**config.mk**
```make
export PLATFORM = sky130hd
export DESIGN_NAME = un_striping_n_flat
export DESIGN_NICKNAME = d
export VERILOG_FILES = /design/src/rtl/un_striping_n_if.sv /design/src/rtl/un_striping_n.sv /design/src/flat_wrapper.sv
export SDC_FILE = /design/constraint.sdc
export NUM_CORES = 1
export LEC_CHECK = 0
export BUFFER_PORTS_ARGS = -buffer_cell sky130_fd_sc_hd__buf_4
export CAP_MARGIN = 40
export CORE_MARGIN = 2
export CORE_UTILIZATION = 40
export DETAILED_ROUTE_END_ITERATION = 10
export GPL_TIMING_DRIVEN = 1
export PLACE_DENSITY = 0.59
export SYNTH_ARGS = -nofsm -noshare
export SYNTH_HDL_FRONTEND = slang
export SYNTH_SLANG_ARGS = --single-unit
```
**constraint.sdc**
```tcl
create_clock -name clk -period 5 [get_ports clk]
set_clock_uncertainty 0.1 [all_clocks]
set_input_delay 0.5 -clock clk [delete_from_list [all_inputs] [get_ports clk]]
set_output_delay 0.5 -clock clk [all_outputs]
set_load 0.1 [all_outputs]
```
**src/rtl/un_striping_n_if.sv**
```systemverilog
// ---------------------------------------------------------------------------
// un_striping_n_if
// Purpose : bundles the striped lane inputs, the control inputs and the
//           reassembled output stream of the un-striper into one interface.
// Signals : lane_data   NUM_LANES*DATA_WIDTH  lane i = [i*DATA_WIDTH +: DATA_WIDTH]
//           lane_valid  NUM_LANES             per-lane word valid (no backpressure)
//           resync      1                     flush + re-align request
//           out_ready   1                     downstream accepts data_out
//           data_out    DATA_WIDTH            reassembled word
//           valid_out   1                     data_out valid
//           lane_sel    SEL_W                 lane expected for the next pop
//           aligned     1                     high while streaming (RUN)
//           overflow    NUM_LANES             sticky per-lane dropped-word flag
// Modports: slave  - the un-striper itself
//           master - the upstream/downstream environment driving it
// ---------------------------------------------------------------------------
interface un_striping_n_if #(
    parameter int DATA_WIDTH = 32,
    parameter int NUM_LANES  = 2
);
    localparam int SEL_W = $clog2(NUM_LANES);

    logic [NUM_LANES*DATA_WIDTH-1:0] lane_data;
    logic [NUM_LANES-1:0]            lane_valid;
    logic                            resync;
    logic                            out_ready;
    logic [DATA_WIDTH-1:0]           data_out;
    logic                            valid_out;
    logic [SEL_W-1:0]                lane_sel;
    logic                            aligned;
    logic [NUM_LANES-1:0]            overflow;

    modport slave (
        input  lane_data, lane_valid, resync, out_ready,
        output data_out, valid_out, lane_sel, aligned, overflow
    );

    modport master (
        output lane_data, lane_valid, resync, out_ready,
        input  data_out, valid_out, lane_sel, aligned, overflow
    );
endinterface

```
**src/rtl/un_striping_n.sv**
```systemverilog
// ---------------------------------------------------------------------------
// un_striping_n
// Purpose : rebuilds one ordered word stream from NUM_LANES striped lanes,
//           reading lanes 0,1,..,N-1,0,.. in strict round-robin order. Each
//           lane owns a small elastic FIFO so lanes may arrive skewed; the
//           stream aligns on the first lane 0 word after reset/resync.
// Ports   : clk    - sole clock, all logic on posedge
//           reset  - synchronous, active-high
//           bus    - un_striping_n_if.slave (lane inputs, resync, out_ready,
//                    data_out/valid_out, lane_sel, aligned, overflow)
// ---------------------------------------------------------------------------
module un_striping_n #(
    parameter int DATA_WIDTH = 32,
    parameter int NUM_LANES  = 2,
    parameter int FIFO_DEPTH = 4
) (
    input  logic            clk,
    input  logic            reset,
    un_striping_n_if.slave  bus
);
    localparam int SEL_W = $clog2(NUM_LANES);
    localparam int PTR_W = $clog2(FIFO_DEPTH);
    localparam int CNT_W = PTR_W + 1;

    typedef enum logic {IDLE, RUN} state_t;

    state_t                 state_q, state_d;
    logic [DATA_WIDTH-1:0]  mem_q   [NUM_LANES][FIFO_DEPTH];
    logic [PTR_W-1:0]       wrPtr_q [NUM_LANES];
    logic [PTR_W-1:0]       rdPtr_q [NUM_LANES];
    logic [CNT_W-1:0]       count_q [NUM_LANES];
    logic [CNT_W-1:0]       count_d [NUM_LANES];
    logic [NUM_LANES-1:0]   overflow_q, overflow_d;
    logic [DATA_WIDTH-1:0]  dataOut_q, dataOut_d;
    logic                   validOut_q, validOut_d;
    logic [SEL_W-1:0]       laneSel_q, laneSel_d;

    logic                   flush;
    logic                   outFree;
    logic                   popEn;
    logic [DATA_WIDTH-1:0]  headWord;
    logic [NUM_LANES-1:0]   fifoEmpty, fifoFull;
    logic [NUM_LANES-1:0]   wrReq, wrOk, ovfSet, popLane;

    // Lane FIFO bookkeeping and the pop decision. Empty/full come straight
    // from the registered counts, so a word written at one edge can only be
    // popped at the next one. A full lane still accepts a write when the
    // same lane is popped in that cycle; otherwise the word is dropped and
    // the lane's sticky overflow flag is raised. In IDLE, writes only happen
    // on a cycle where lane 0 is valid, which is what aligns the stream.
    always_comb begin
        flush      = reset || bus.resync;
        outFree    = !validOut_q || bus.out_ready;
        fifoEmpty  = '0;
        fifoFull   = '0;
        wrReq      = '0;
        wrOk       = '0;
        ovfSet     = '0;
        popLane    = '0;
        overflow_d = overflow_q;
        for (int i = 0; i < NUM_LANES; i++) begin
            fifoEmpty[i] = (count_q[i] == '0);
            fifoFull[i]  = (count_q[i] == CNT_W'(FIFO_DEPTH));
        end
        popEn    = !flush && (state_q == RUN) && !fifoEmpty[laneSel_q] && outFree;
        headWord = mem_q[laneSel_q][rdPtr_q[laneSel_q]];
        for (int i = 0; i < NUM_LANES; i++) begin
            popLane[i] = popEn && (laneSel_q == SEL_W'(i));
            wrReq[i]   = !flush && bus.lane_valid[i]
                         && ((state_q == RUN) || bus.lane_valid[0]);
            wrOk[i]    = wrReq[i] && (!fifoFull[i] || popLane[i]);
            ovfSet[i]  = wrReq[i] && fifoFull[i] && !popLane[i];
            count_d[i] = count_q[i] + CNT_W'(wrOk[i]) - CNT_W'(popLane[i]);
        end
        overflow_d = overflow_q | ovfSet;
    end

    // Next-state and output register logic. A pop loads the output register
    // and advances lane_sel; without a pop, an accepted word simply retires
    // (valid drops) while a held word keeps data, valid and lane_sel frozen.
    always_comb begin
        state_d    = state_q;
        dataOut_d  = dataOut_q;
        validOut_d = validOut_q;
        laneSel_d  = laneSel_q;
        if ((state_q == IDLE) && bus.lane_valid[0]) begin
            state_d = RUN;
        end
        if (popEn) begin
            dataOut_d  = headWord;
            validOut_d = 1'b1;
            laneSel_d  = (laneSel_q == SEL_W'(NUM_LANES - 1)) ? '0
                                                               : laneSel_q + SEL_W'(1);
        end else if (bus.out_ready) begin
            validOut_d = 1'b0;
        end
    end

    // State, pointers, counts and outputs. reset and resync both perform the
    // full flush; lane inputs seen in that cycle are ignored.
    always_ff @(posedge clk) begin
        if (reset || bus.resync) begin
            state_q    <= IDLE;
            overflow_q <= '0;
            dataOut_q  <= '0;
            validOut_q <= 1'b0;
            laneSel_q  <= '0;
            for (int i = 0; i < NUM_LANES; i++) begin
                wrPtr_q[i] <= '0;
                rdPtr_q[i] <= '0;
                count_q[i] <= '0;
            end
        end else begin
            state_q    <= state_d;
            overflow_q <= overflow_d;
            dataOut_q  <= dataOut_d;
            validOut_q <= validOut_d;
            laneSel_q  <= laneSel_d;
            for (int i = 0; i < NUM_LANES; i++) begin
                wrPtr_q[i] <= wrPtr_q[i] + PTR_W'(wrOk[i]);
                rdPtr_q[i] <= rdPtr_q[i] + PTR_W'(popLane[i]);
                count_q[i] <= count_d[i];
            end
        end
    end

    // FIFO storage needs no reset: the pointers and counts define what is
    // live, so stale contents are never read.
    always_ff @(posedge clk) begin
        for (int i = 0; i < NUM_LANES; i++) begin
            if (wrOk[i]) begin
                mem_q[i][wrPtr_q[i]] <= bus.lane_data[i*DATA_WIDTH +: DATA_WIDTH];
            end
        end
    end

    assign bus.data_out  = dataOut_q;
    assign bus.valid_out = validOut_q;
    assign bus.lane_sel  = laneSel_q;
    assign bus.aligned   = (state_q == RUN);
    assign bus.overflow  = overflow_q;
endmodule

```
**src/flat_wrapper.sv**
```systemverilog
// flat-port wrapper written by rule: the top's interface ports become plain ports
module un_striping_n_flat 
#(
    parameter int DATA_WIDTH = 32,
    parameter int NUM_LANES  = 2,
    parameter int FIFO_DEPTH = 4
)
  (clk, reset, bus_lane_data, bus_lane_valid, bus_resync, bus_out_ready, bus_data_out, bus_valid_out, bus_lane_sel, bus_aligned, bus_overflow);
  un_striping_n_if #(.DATA_WIDTH(DATA_WIDTH), .NUM_LANES(NUM_LANES)) bus_i ();
  input  logic clk;
  input  logic reset;
  input wire logic [$bits(bus_i.lane_data)-1:0] bus_lane_data;
  input wire logic [$bits(bus_i.lane_valid)-1:0] bus_lane_valid;
  input wire logic [$bits(bus_i.resync)-1:0] bus_resync;
  input wire logic [$bits(bus_i.out_ready)-1:0] bus_out_ready;
  output wire logic [$bits(bus_i.data_out)-1:0] bus_data_out;
  output wire logic [$bits(bus_i.valid_out)-1:0] bus_valid_out;
  output wire logic [$bits(bus_i.lane_sel)-1:0] bus_lane_sel;
  output wire logic [$bits(bus_i.aligned)-1:0] bus_aligned;
  output wire logic [$bits(bus_i.overflow)-1:0] bus_overflow;
  assign bus_i.lane_data = bus_lane_data;
  assign bus_i.lane_valid = bus_lane_valid;
  assign bus_i.resync = bus_resync;
  assign bus_i.out_ready = bus_out_ready;
  assign bus_data_out = bus_i.data_out;
  assign bus_valid_out = bus_i.valid_out;
  assign bus_lane_sel = bus_i.lane_sel;
  assign bus_aligned = bus_i.aligned;
  assign bus_overflow = bus_i.overflow;
  un_striping_n #(.DATA_WIDTH(DATA_WIDTH), .NUM_LANES(NUM_LANES), .FIFO_DEPTH(FIFO_DEPTH)) u_core (.clk(clk), .reset(reset), .bus(bus_i));
endmodule
```
==> results of run 1 <==
==> worst paths after layout <==
check	from	end
max	u_core.bus.lane_sel	u_core.count_q[0][2]
min	bus_lane_data[3]	u_core.mem_q[0][3]
max reg2reg	u_core.bus.lane_sel	u_core.count_q[0][2]
min reg2reg	u_core.bus.overflow[0]	u_core.bus.overflow[0]
==> state kept, by name, summed over array words and instances, names as in the netlist, named ones only <==
| signal | cells |
|---|---|
| u_core.bus.valid_out | 1 |
| u_core.wrPtr_q | 4 |
| u_core.rdPtr_q | 4 |
| u_core.mem_q | 256 |
| u_core.bus.aligned | 1 |
| u_core.count_q | 6 |
| u_core.bus.lane_sel | 1 |
| u_core.bus.overflow | 2 |
| u_core.bus.data_out | 32 |
==> Yosys cell counts (3+ instances only) <==
cell type,number
sky130_fd_sc_hd__mux4_2,32
sky130_fd_sc_hd__inv_1,12
sky130_fd_sc_hd__clkbuf_1,12
sky130_fd_sc_hd__buf_2,17
sky130_fd_sc_hd__ha_1,10
sky130_fd_sc_hd__nand2_1,36
sky130_fd_sc_hd__xnor2_1,8
sky130_fd_sc_hd__a311oi_2,29
sky130_fd_sc_hd__a21oi_1,33
sky130_fd_sc_hd__buf_4,6
sky130_fd_sc_hd__a311oi_1,3
sky130_fd_sc_hd__and2_1,6
sky130_fd_sc_hd__edfxtp_1,256
sky130_fd_sc_hd__buf_6,4
sky130_fd_sc_hd__mux2_2,64
sky130_fd_sc_hd__a22oi_1,32
sky130_fd_sc_hd__nor2_1,19
sky130_fd_sc_hd__dfxtp_1,52
==> metal layers <==
metal	up-vias	wire [um]	global-route usage
met2	169	11700	0.247
met5	-	0	0
met4	0	630	0.0509
met1	3082	10700	0.206
met3	33	1110	0.0219
li1	2846	-	-
==> cell type report <==
| cell class | instances | area, um^2 |
|---|---|---|
| multi-input cells | 298 | 3060 |
| flip-flops and latches | 308 | 8730 |
| clock buffers | 42 | 848 |
| well taps | 390 | 488 |
| inverters | 12 | 45.0 |
| fillers | 2482 | 15400 |
| repair buffers | 124 | 983 |
| clock inverters | 16 | 91.3 |
==> worst max-delay path: stages, from the launching register on <==
cell	delay [ps]
sky130_fd_sc_hd__dfxtp_1	490
sky130_fd_sc_hd__nor4b_4	320
sky130_fd_sc_hd__nor3b_4	70
sky130_fd_sc_hd__buf_4	240
sky130_fd_sc_hd__and2_4	380
sky130_fd_sc_hd__ha_1	310
sky130_fd_sc_hd__or4b_1	520
sky130_fd_sc_hd__nand3_1	250
sky130_fd_sc_hd__inv_1	140
sky130_fd_sc_hd__ha_1	220
sky130_fd_sc_hd__fa_1	370
sky130_fd_sc_hd__xnor2_1	200
sky130_fd_sc_hd__xnor2_1	140
sky130_fd_sc_hd__nor2_1	60
==> metrics by stage <==
| stage | worst slack [ps] | total power [mW] | cell area, um^2 | hold slack (ps) |
|---|---|---|---|---|
| final | 999 | 5.04 | 14200 | 27.7 |
| after global placement | 1070 | 2.98 | 13200 | 357 |
| after detailed placement | 993 | 2.99 | 13300 | 364 |
| after global routing | 851 | 5.20 | 14200 | 14.2 |
| after CTS | 1020 | 5.10 | 14200 | 2.39 |
| after floorplan | 470 | 2.90 | 12000 | 394 |
==> where the power goes <==
| part | switching [mW] | internal [mW] | total, mW |
|---|---|---|---|
| clock network | 0.918 | 1.19 | 2.11 |
| registers | 0.00476 | 2.79 | 2.80 |
| logic | 0.0764 | 0.0573 | 0.134 |
| total | 1.00 | 4.04 | 5.04 |
==> logic make-up (layout without fill, tap and decap cells) <==
kind of cell | after synthesis | count (layout) | share of synthesized area
mux | 96 | 96 | 0.120
xor+xnor | 10 | 10 | 0.00729
compound gates | 100 | 100 | 0.0740
simple gates | 80 | 80 | 0.0353
buf+inv | 53 | 194 | 0.0227
flops | 308 | 308 | 0.727
fa+ha+maj | 12 | 12 | 0.0138
==> impl_metrics.ini, run 1 <==
[layout]
fin_cells = 1190
final_core_util = 0.481
mostFrequentLayoutCell = sky130_fd_sc_hd__edfxtp_1
design.final.nets = 857
syn2layout_area_growth_pct = 18.7
layout-drive-gt1-share = 0.385
antennaDiodeCount = 0
layout_common_cells = sky130_fd_sc_hd__edfxtp_1, sky130_fd_sc_hd__buf_4, sky130_fd_sc_hd__mux2_2

[clocking]
clk_path_buf_depth = 3
clock_slew_at_reported_path_ffs_ps = 60
tritoncts = yes
clk_latency_ps = 570
cts_resized = 0
root_buffer = sky130_fd_sc_hd__clkbuf_16
hold_buffers = 0
cts_made_buffers = 31
clock_tree.htree_level_count = 1
tritoncts_num_sinks = 308
cts.repair_timing.setup_buffer_count = 0

[critical_path]
cp.required_ps = 5320
crit_type = reg2reg
critical_path_peak_fanout = 36
timing.reg2reg.worst_path_depth = 13
critical_path_arrival_ps = 4320
critical_path.startpoint_type = register
ff2ff_setup_slack_ps = 1000
critPathCaptureType = register

[yosys]
synth-async-reset-ratio = 0
synth-seq-area-share = 0.727
netlist-cell-type-count = 39
ys_ff_latch = 308
area_share_of_the_leading_cell_type_in_the_synthesized_netlist = 0.640
ys.flop_type = sky130_fd_sc_hd__edfxtp_1
mapped_nets = 741
post_synth.cell_area_avg_um2 = 18.2
synth.yosys.warnings = 0
netlist_top_cells_area = sky130_fd_sc_hd__edfxtp_1, sky130_fd_sc_hd__dfxtp_1, sky130_fd_sc_hd__mux2_2, sky130_fd_sc_hd__mux4_2, sky130_fd_sc_hd__a311oi_2
number_of_synthesized_flops_with_an_enable_pin = 256
syn_area_mm2 = 0.0120
yosysTopAreaCell = sky130_fd_sc_hd__edfxtp_1
syn_inst = 659

[routing]
num_vias = 6130
routedWlPerCell_um = 20.2
detail_route.iter0.violations = 394
detailed_route_vias_per_instance = 5.15
drc = 0
final_antenna_net_count = 0
drtPass1Iterations = 4
routed_wirelength_mm = 24.1

[global_routing]
grt_antenna_before_repair = 0
grt_start_max_net_pins = 47
first_pass_grt_wire_length_mm = 35.6
gr-total-overflow = 0
grt_usage = 0.151
number_of_global_route_vias_before_repair = 6201

[sta]
max_frequency_ghz = 0.250
slew_viol_final = 0
grt_setup_unrepaired = false
finalSetupViolCount = 0
finalWorstPathRequiredPeriod_ps = 4000
worstMarginPinSlew_ps = 674
timing.final.hold_violations = 0
max-slew-margin-rel = 0.551
period_share = 0.800
tns_ps = 0

[die]
initial_utilization = 0.405
pin_count = 107
die_height_um = 177
die_x_um = 177
dieArea_mm2 = 0.0314
num_rows = 63
core_area_mm2 = 0.0296

[placed_design]
port_buffers = 106
replace_congestion = 0.886
placedCellCount = 1132
dp_hpwl_mm = 15.9

[pwr]
power.static_leakage_nw = 4.63
worst_ir_drop_vdd_v = 0.000223
powerDensity_mw_per_mm2 = 354

[worst_hold_path]
hold_path_class = in2reg
min_path_cells = 1

[job]
maxCapViolCount = 0

[outcome]
status = finished, final reports clean
(Power assumes the default switching activity.)
==> inputs of run 2 (changes only) <==
--- a/config.mk
+++ b/config.mk
@@ -5,13 +5,14 @@
 export SDC_FILE = /design/constraint.sdc
 export NUM_CORES = 1
 export LEC_CHECK = 0
+export ABC_AREA = 1
 export BUFFER_PORTS_ARGS = -buffer_cell sky130_fd_sc_hd__buf_4
 export CAP_MARGIN = 40
 export CORE_MARGIN = 2
 export CORE_UTILIZATION = 40
 export DETAILED_ROUTE_END_ITERATION = 10
 export GPL_TIMING_DRIVEN = 1
-export PLACE_DENSITY = 0.59
+export PLACE_DENSITY = 0.57
 export SYNTH_ARGS = -nofsm -noshare
 export SYNTH_HDL_FRONTEND = slang
 export SYNTH_SLANG_ARGS = --single-unit
==> constraint.sdc (replaced) <==
create_clock -name clk -period 4 [get_ports clk]
set_clock_uncertainty 0.1 [all_clocks]
set_input_delay 0.4 -clock clk [delete_from_list [all_inputs] [get_ports clk]]
set_output_delay 0.4 -clock clk [all_outputs]
set_load 0.1 [all_outputs]
==> run 2 against run 1 <==
  * Hold slack got worse by 13 ps
  * Maximum frequency rose by 42%
  * Highest routed layer unchanged
  * Non-clock buffer count rose by 46
  * Sequential cell count did not move
==> impl_metrics.ini, run 2 <==
[layout]
antennaDiodeCount = 0
design.final.nets = 1547
register_area_mm2 = 0.00873
syn2layout_area_growth_pct = 20.9
layout_common_cells = sky130_fd_sc_hd__nand2_1, sky130_fd_sc_hd__edfxtp_1, sky130_fd_sc_hd__buf_4
layout-drive-gt1-share = 0.128
largest_reg_flops = 256
multiInputGateArea_mm2 = 0.00362
mostFrequentLayoutCell = sky130_fd_sc_hd__nand2_1
num-fill-cells = 2912

[critical_path]
r2r_end = u_core.count_q[0][2]
cp.required_ps = 4290
critical_path_arrival_ps = 3110
critical-path-top-delay-family = simple AND/OR/NAND/NOR gates
critical-path-slowest-cell = sky130_fd_sc_hd__dfxtp_1
critPathMaxStageDelay_ps = 440
ff2ff_setup_slack_ps = 1180
critical_path.reg2reg.startpoint = u_core.bus.lane_sel
critical_path.startpoint_type = register
critical_path_peak_fanout = 6
crit_chain = inv_2, nor2_1, nand2_1, nand4_4, inv_1, ha_1, nor2_1, nand2_1, nand2_1, inv_1, ha_1, fa_1, xor2_1, nor2_1
crit_type = reg2reg
worst-path-buf-inv = 3
critPathCaptureType = register
timing.reg2reg.worst_path_depth = 14

[yosys]
area_share_of_and_or_nand_nor_cells_after_synthesis = 0.251
number_of_synthesized_flops_with_an_enable_pin = 256
synth-adder-area-share = 0.0127
yosys-mux-area-fraction = 0
netlist_top_cells_area = sky130_fd_sc_hd__edfxtp_1, sky130_fd_sc_hd__nand2_1, sky130_fd_sc_hd__dfxtp_1, sky130_fd_sc_hd__nor2_1, sky130_fd_sc_hd__inv_1
synth.yosys.warnings = 0
synth-async-reset-ratio = 0
syn_inst = 1317
area_share_of_the_leading_cell_type_in_the_synthesized_netlist = 0.593
mapped_nets = 1399
syn_area_mm2 = 0.0130
synth_compound_gate_area_share = 0.00338
synth.cells.most_frequent = sky130_fd_sc_hd__nand2_1, sky130_fd_sc_hd__edfxtp_1, sky130_fd_sc_hd__nor2_1
ys.flop_type = sky130_fd_sc_hd__edfxtp_1
yosysMostFrequentCell = sky130_fd_sc_hd__nand2_1
netlist-cell-type-count = 27
synth-seq-area-share = 0.674
ys_ff_latch = 308
synth_area_in_xor_xnor = 0.00608
largest_family_of_logic_cells_by_synthesized_area = simple AND/OR/NAND/NOR gates
yosysTopAreaCell = sky130_fd_sc_hd__edfxtp_1
post_synth.cell_area_avg_um2 = 9.84

[clocking]
cts_resized = 0
cts_made_buffers = 35
hold_buffers = 44
clk_latency_ps = 500
cts.repair_timing.setup_buffer_count = 0
clock_tree.htree_level_count = 2
root_buffer = sky130_fd_sc_hd__clkbuf_16
tritoncts_num_sinks = 308
clk_path_buf_depth = 3
tritoncts = yes
clock_slew_at_reported_path_ffs_ps = 60

[global_routing]
grt_start_max_net_pins = 84
grt_usage = 0.177
number_of_global_route_vias_before_repair = 8550
first_pass_grt_wire_length_mm = 45.6
grt_antenna_before_repair = 0
gr-total-overflow = 0

[die]
initial_utilization = 0.409
die_height_um = 184
num_rows = 65
die_x_um = 184
core_area_mm2 = 0.0317
pin_count = 107
dieArea_mm2 = 0.0338

[routing]
detail_route.iter0.violations = 496
final_antenna_net_count = 0
drc = 0
drtPass1Iterations = 5
detailed_route_vias_per_instance = 4.60
routedWlPerCell_um = 15.6
routed_wirelength_mm = 29.5
num_vias = 8703

[placed_design]
port_buffers = 106
replace_congestion = 0.731
dp_hpwl_mm = 16.7

[pwr]
worst_ir_drop_vdd_v = 0.000229
p_total_mw = 6.75
power.static_leakage_nw = 6.74
powerDensity_mw_per_mm2 = 431

[sta]
timing.final.hold_violations = 0
max-slew-margin-rel = 0.409
tns_ps = 0
slew_viol_final = 0
worstMarginPinSlew_ps = 886
max_frequency_ghz = 0.354
period_share = 0.706
finalSetupViolCount = 0
finalWorstPathRequiredPeriod_ps = 2820
grt_setup_unrepaired = false

[worst_hold_path]
min_path_cells = 1
worstHoldStart = bus_lane_data[3]
min_to = u_core.mem_q[0][3]
hold_path_class = in2reg

[job]
maxCapViolCount = 0

[outcome]
status = finished, final reports clean
==> run 2: cells by family after synthesis <==
group                      count (synthesis)
AOI/OAI and AO/OA                          7
xor gates and xnor gates                   9
adders and majority gates                 12
buffers and inverters                    126
DFF                                      308
and+or+nand+nor                          855
==> run 2: final cells by class <==
class,instances,area share
repair buffers,170,0.0924
flip-flops and latches,308,0.558
inverters,67,0.0164
multi-input cells,883,0.231
clock buffers,44,0.0621
clock inverters,18,0.00855
well taps,402,0.0321
==> run 2: stage by stage <==
| step | instance area, um^2 | setup slack [ps] | hold WS (ps) | instances | utilization |
|---|---|---|---|---|---|
| 2_1_floorplan | 13000 | -970 | 364 | 1317 | - |
| 3_5_place_dp | 14100 | 928 | 366 | 1785 | 0.445 |
| 6_report | 15700 | 1180 | 14.6 | 1892 | 0.494 |
| 3_3_place_gp | 14000 | 963 | 365 | 1782 | 0.443 |
| 5_1_grt | 15700 | 929 | 4.14 | 1892 | 0.494 |
| 4_1_cts | 15700 | 1180 | 0.192 | 1891 | 0.493 |
==> run 2: worst max path at each step <==
stage,start,to,cells after the start
2_1_floorplan,u_core.bus.lane_sel,u_core.mem_q[1][100],11
3_3_place_gp,reset,u_core.mem_q[0][43],13
3_5_place_dp,reset,u_core.mem_q[0][11],13
4_1_cts,u_core.bus.lane_sel,u_core.count_q[0][2],14
5_1_grt,u_core.bus.lane_sel,u_core.count_q[0][2],14
6_report,u_core.bus.lane_sel,u_core.count_q[0][2],14
==> run 2: metal layers <==
layer | vias to the layer above | track usage | part of all wire
met1 | 4016 | 0.220 | 0.44
li1 | 4445 | - | -
met4 | 0 | 0.0630 | 0.028
met2 | 185 | 0.313 | 0.49
met3 | 57 | 0.0271 | 0.044
met5 | - | 0 | 0
==> run 2: power breakdown <==
| group | leakage [nW] | internal [mW] | switching, mW | total (mW) |
|---|---|---|---|---|
| clock network | 0.549 | 1.84 | 1.21 | 3.06 |
| registers | 2.73 | 3.49 | 0.00556 | 3.50 |
| logic | 3.46 | 0.0924 | 0.106 | 0.198 |
==> inputs of run 3 (changes only) <==
--- a/config.mk
+++ b/config.mk
@@ -5,7 +5,7 @@
 export SDC_FILE = /design/constraint.sdc
 export NUM_CORES = 1
 export LEC_CHECK = 0
-export ABC_AREA = 1
+export ABC_AREA = 0
 export BUFFER_PORTS_ARGS = -buffer_cell sky130_fd_sc_hd__buf_4
 export CAP_MARGIN = 40
 export CORE_MARGIN = 2
==> constraint.sdc (replaced) <==
create_clock -name clk -period 2.6 [get_ports clk]
set_clock_uncertainty 0.1 [all_clocks]
set_input_delay 0.26 -clock clk [delete_from_list [all_inputs] [get_ports clk]]
set_output_delay 0.26 -clock clk [all_outputs]
set_load 0.1 [all_outputs]
==> run 3 against run 2 <==
  * Sequential share of layout area is 0.98 points lower
  * Highest routed layer unchanged
  * Die area is 7.2% lower
  * Hold slack better by 22 ps
  * The flow now finishes with violations (negative setup slack)
  * Count of clock-buffer cells in the layout stayed put
  * Sequential power is 54% higher
  * Utilization is 4.5 points higher
  * Final area is 1.9% higher
  * Critical path depth is 2 lower
  * Maximum frequency is 0.24% lower
==> impl_metrics.ini, run 3 (synthesized netlist as in run 1, its figures left out) <==
[layout]
final_core_util = 0.539
mostFrequentLayoutCell = sky130_fd_sc_hd__edfxtp_1
layout_common_cells = sky130_fd_sc_hd__edfxtp_1, sky130_fd_sc_hd__buf_4, sky130_fd_sc_hd__dlygate4sd3_1
antennaDiodeCount = 0
largest_reg_flops = 256
syn2layout_area_growth_pct = 32.9
num-fill-cells = 2402
layout-drive-gt1-share = 0.425
design.final.nets = 977

[job]
maxCapViolCount = 0

[clocking]
clock_tree.htree_level_count = 2
cts_made_buffers = 34
clk_latency_ps = 500
tritoncts_num_sinks = 308
tritoncts = yes
clock_slew_at_reported_path_ffs_ps = 60
clk_path_buf_depth = 3
root_buffer = sky130_fd_sc_hd__clkbuf_16

[sta]
period_share = 1.09
finalSetupViolCount = 82
fin_worst_hold_slack_ps = 36.7
timing.final.hold_violations = 0
worstMarginPinSlew_ps = 687
max-slew-margin-rel = 0.542
grt_setup_unrepaired = true
minimum_setup_slack_in_the_final_design_ps = -230
finalWorstPathRequiredPeriod_ps = 2830
slew_viol_final = 0
max_frequency_ghz = 0.353

[global_routing]
grt_usage = 0.175
first_pass_grt_wire_length_mm = 40.8
number_of_global_route_vias_before_repair = 6914
gr-total-overflow = 0
grt_antenna_before_repair = 0
grt_start_max_net_pins = 47

[pwr]
power.static_leakage_nw = 5.37
pwr-share-comb = 0.035
worst_ir_drop_vdd_v = 0.000527
sw_frac_of_total = 0.192
powerDensity_mw_per_mm2 = 667
power_report.internal_total_mw = 8.61
sequential_power_share = 0.505
clock_power_share = 0.460
p_total_mw = 10.7
switchingPower_mw = 2.04

[routing]
num_vias = 6680
drtPass1Iterations = 4
drc = 0
routed_wirelength_mm = 27.5
routedWlPerCell_um = 21.0
detailed_route_vias_per_instance = 5.10
detail_route.iter0.violations = 398
final_antenna_net_count = 0

[outcome]
status = finished with violations
violations = negative setup slack

[critical_path]
critPathMaxStageDelay_ps = 510
critPathCaptureType = register
crit_type = reg2reg
critical_path.startpoint_type = register
crit_chain = nor4_4, nor3b_4, and2_4, ha_2, or4b_4, nand3_4, inv_4, ha_4, fa_2, xnor2_2, xnor2_1, nor2_1
critical_path_arrival_ps = 3080
critical_path_peak_fanout = 3
cp.required_ps = 2850
critical-path-slowest-cell = sky130_fd_sc_hd__or4b_4

[die]
pin_count = 107
dieArea_mm2 = 0.0314
die_x_um = 177
die_height_um = 177
core_area_mm2 = 0.0296
num_rows = 63
initial_utilization = 0.405

[placed_design]
place_worst_setup_slack_ps = -352
dp_hpwl_mm = 16.9
port_buffers = 106
replace_congestion = 0.879

[worst_hold_path]
hold_path_class = in2reg
run 3: cell types whose count changed in the layout (fill, tap and decap cells not counted), sizes merged, moves of 45 or more:
cell,change
nand2,-718
nor2,-70
mux2,+64
inv,-54
buf,+45
run 3: routing by layer:
layer  global-route usage  share of wire  wire length, um  vias to the layer above
met5                    0              0                0                        -
li1                     -              -                -                     3096
met2                0.298           0.51            14000                      165
met1                0.226           0.41            11400                     3376
met4               0.0598          0.026              703                        0
met3               0.0292          0.051             1420                       43
run 3: stage by stage:
stage	TNS, ps	cell area [um^2]	cells
3_5_place_dp	-18340	13700	1154
5_1_grt	-14120	16000	1311
6_report	-1990	16000	1311
4_1_cts	-11550	15900	1303
2_1_floorplan	-128780	12100	659
3_3_place_gp	-13570	13600	1153
run 3: critical path, delay by kind of cell (launching register included):
kind                     cells  cell delay, ps
AND/OR/NAND/NOR              6            1200
adder cells (fa/ha/maj)      3             670
flip-flops                   1             360
XOR/XNOR                     2             310
buffers and inverters        1              40
run 3: area by class of cell:
type | instances | area, um^2 | share of cell area
multi-input cells | 299 | 3190 | 0.200
clock buffers | 44 | 972 | 0.0609
repair buffers | 240 | 2330 | 0.146
well taps | 390 | 488 | 0.0306
clock inverters | 18 | 193 | 0.0121
flip-flops and latches | 308 | 8750 | 0.548
inverters | 12 | 47.5 | 0.00298
run 3: path summary, 6_finish.rpt:
kind,to,slack [ps],cells after the start,from
min,u_core.bus.aligned,40,3,bus_lane_valid[0]
max,u_core.count_q[0][2],-230,12,u_core.bus.lane_sel
max reg2reg,u_core.count_q[0][2],-230,12,u_core.bus.lane_sel
min reg2reg,u_core.bus.overflow[1],380,2,u_core.bus.overflow[1]
run 3: repair_timing:
action / 4_1_cts / 5_1_grt
resized for setup: 24 / 12
hold buffers: 65 / 0
buffers inserted: 17 / 12
pin swaps: 8 / 4
endpoints found under the hold margin: 257 / 0
endpoints found under the setup margin: 206 / 245
cloned: 7 / 6
run 3: power by group through the flow:
stage | logic (mW) | registers [mW] | clock network [mW]
after CTS | 0.381 | 5.38 | 5.02
after global routing | 0.401 | 5.38 | 5.20
after global placement | 0.264 | 5.48 | 0
after detailed placement | 0.276 | 5.48 | 0
after floorplan | 0.0889 | 5.49 | 0
final | 0.373 | 5.38 | 4.90
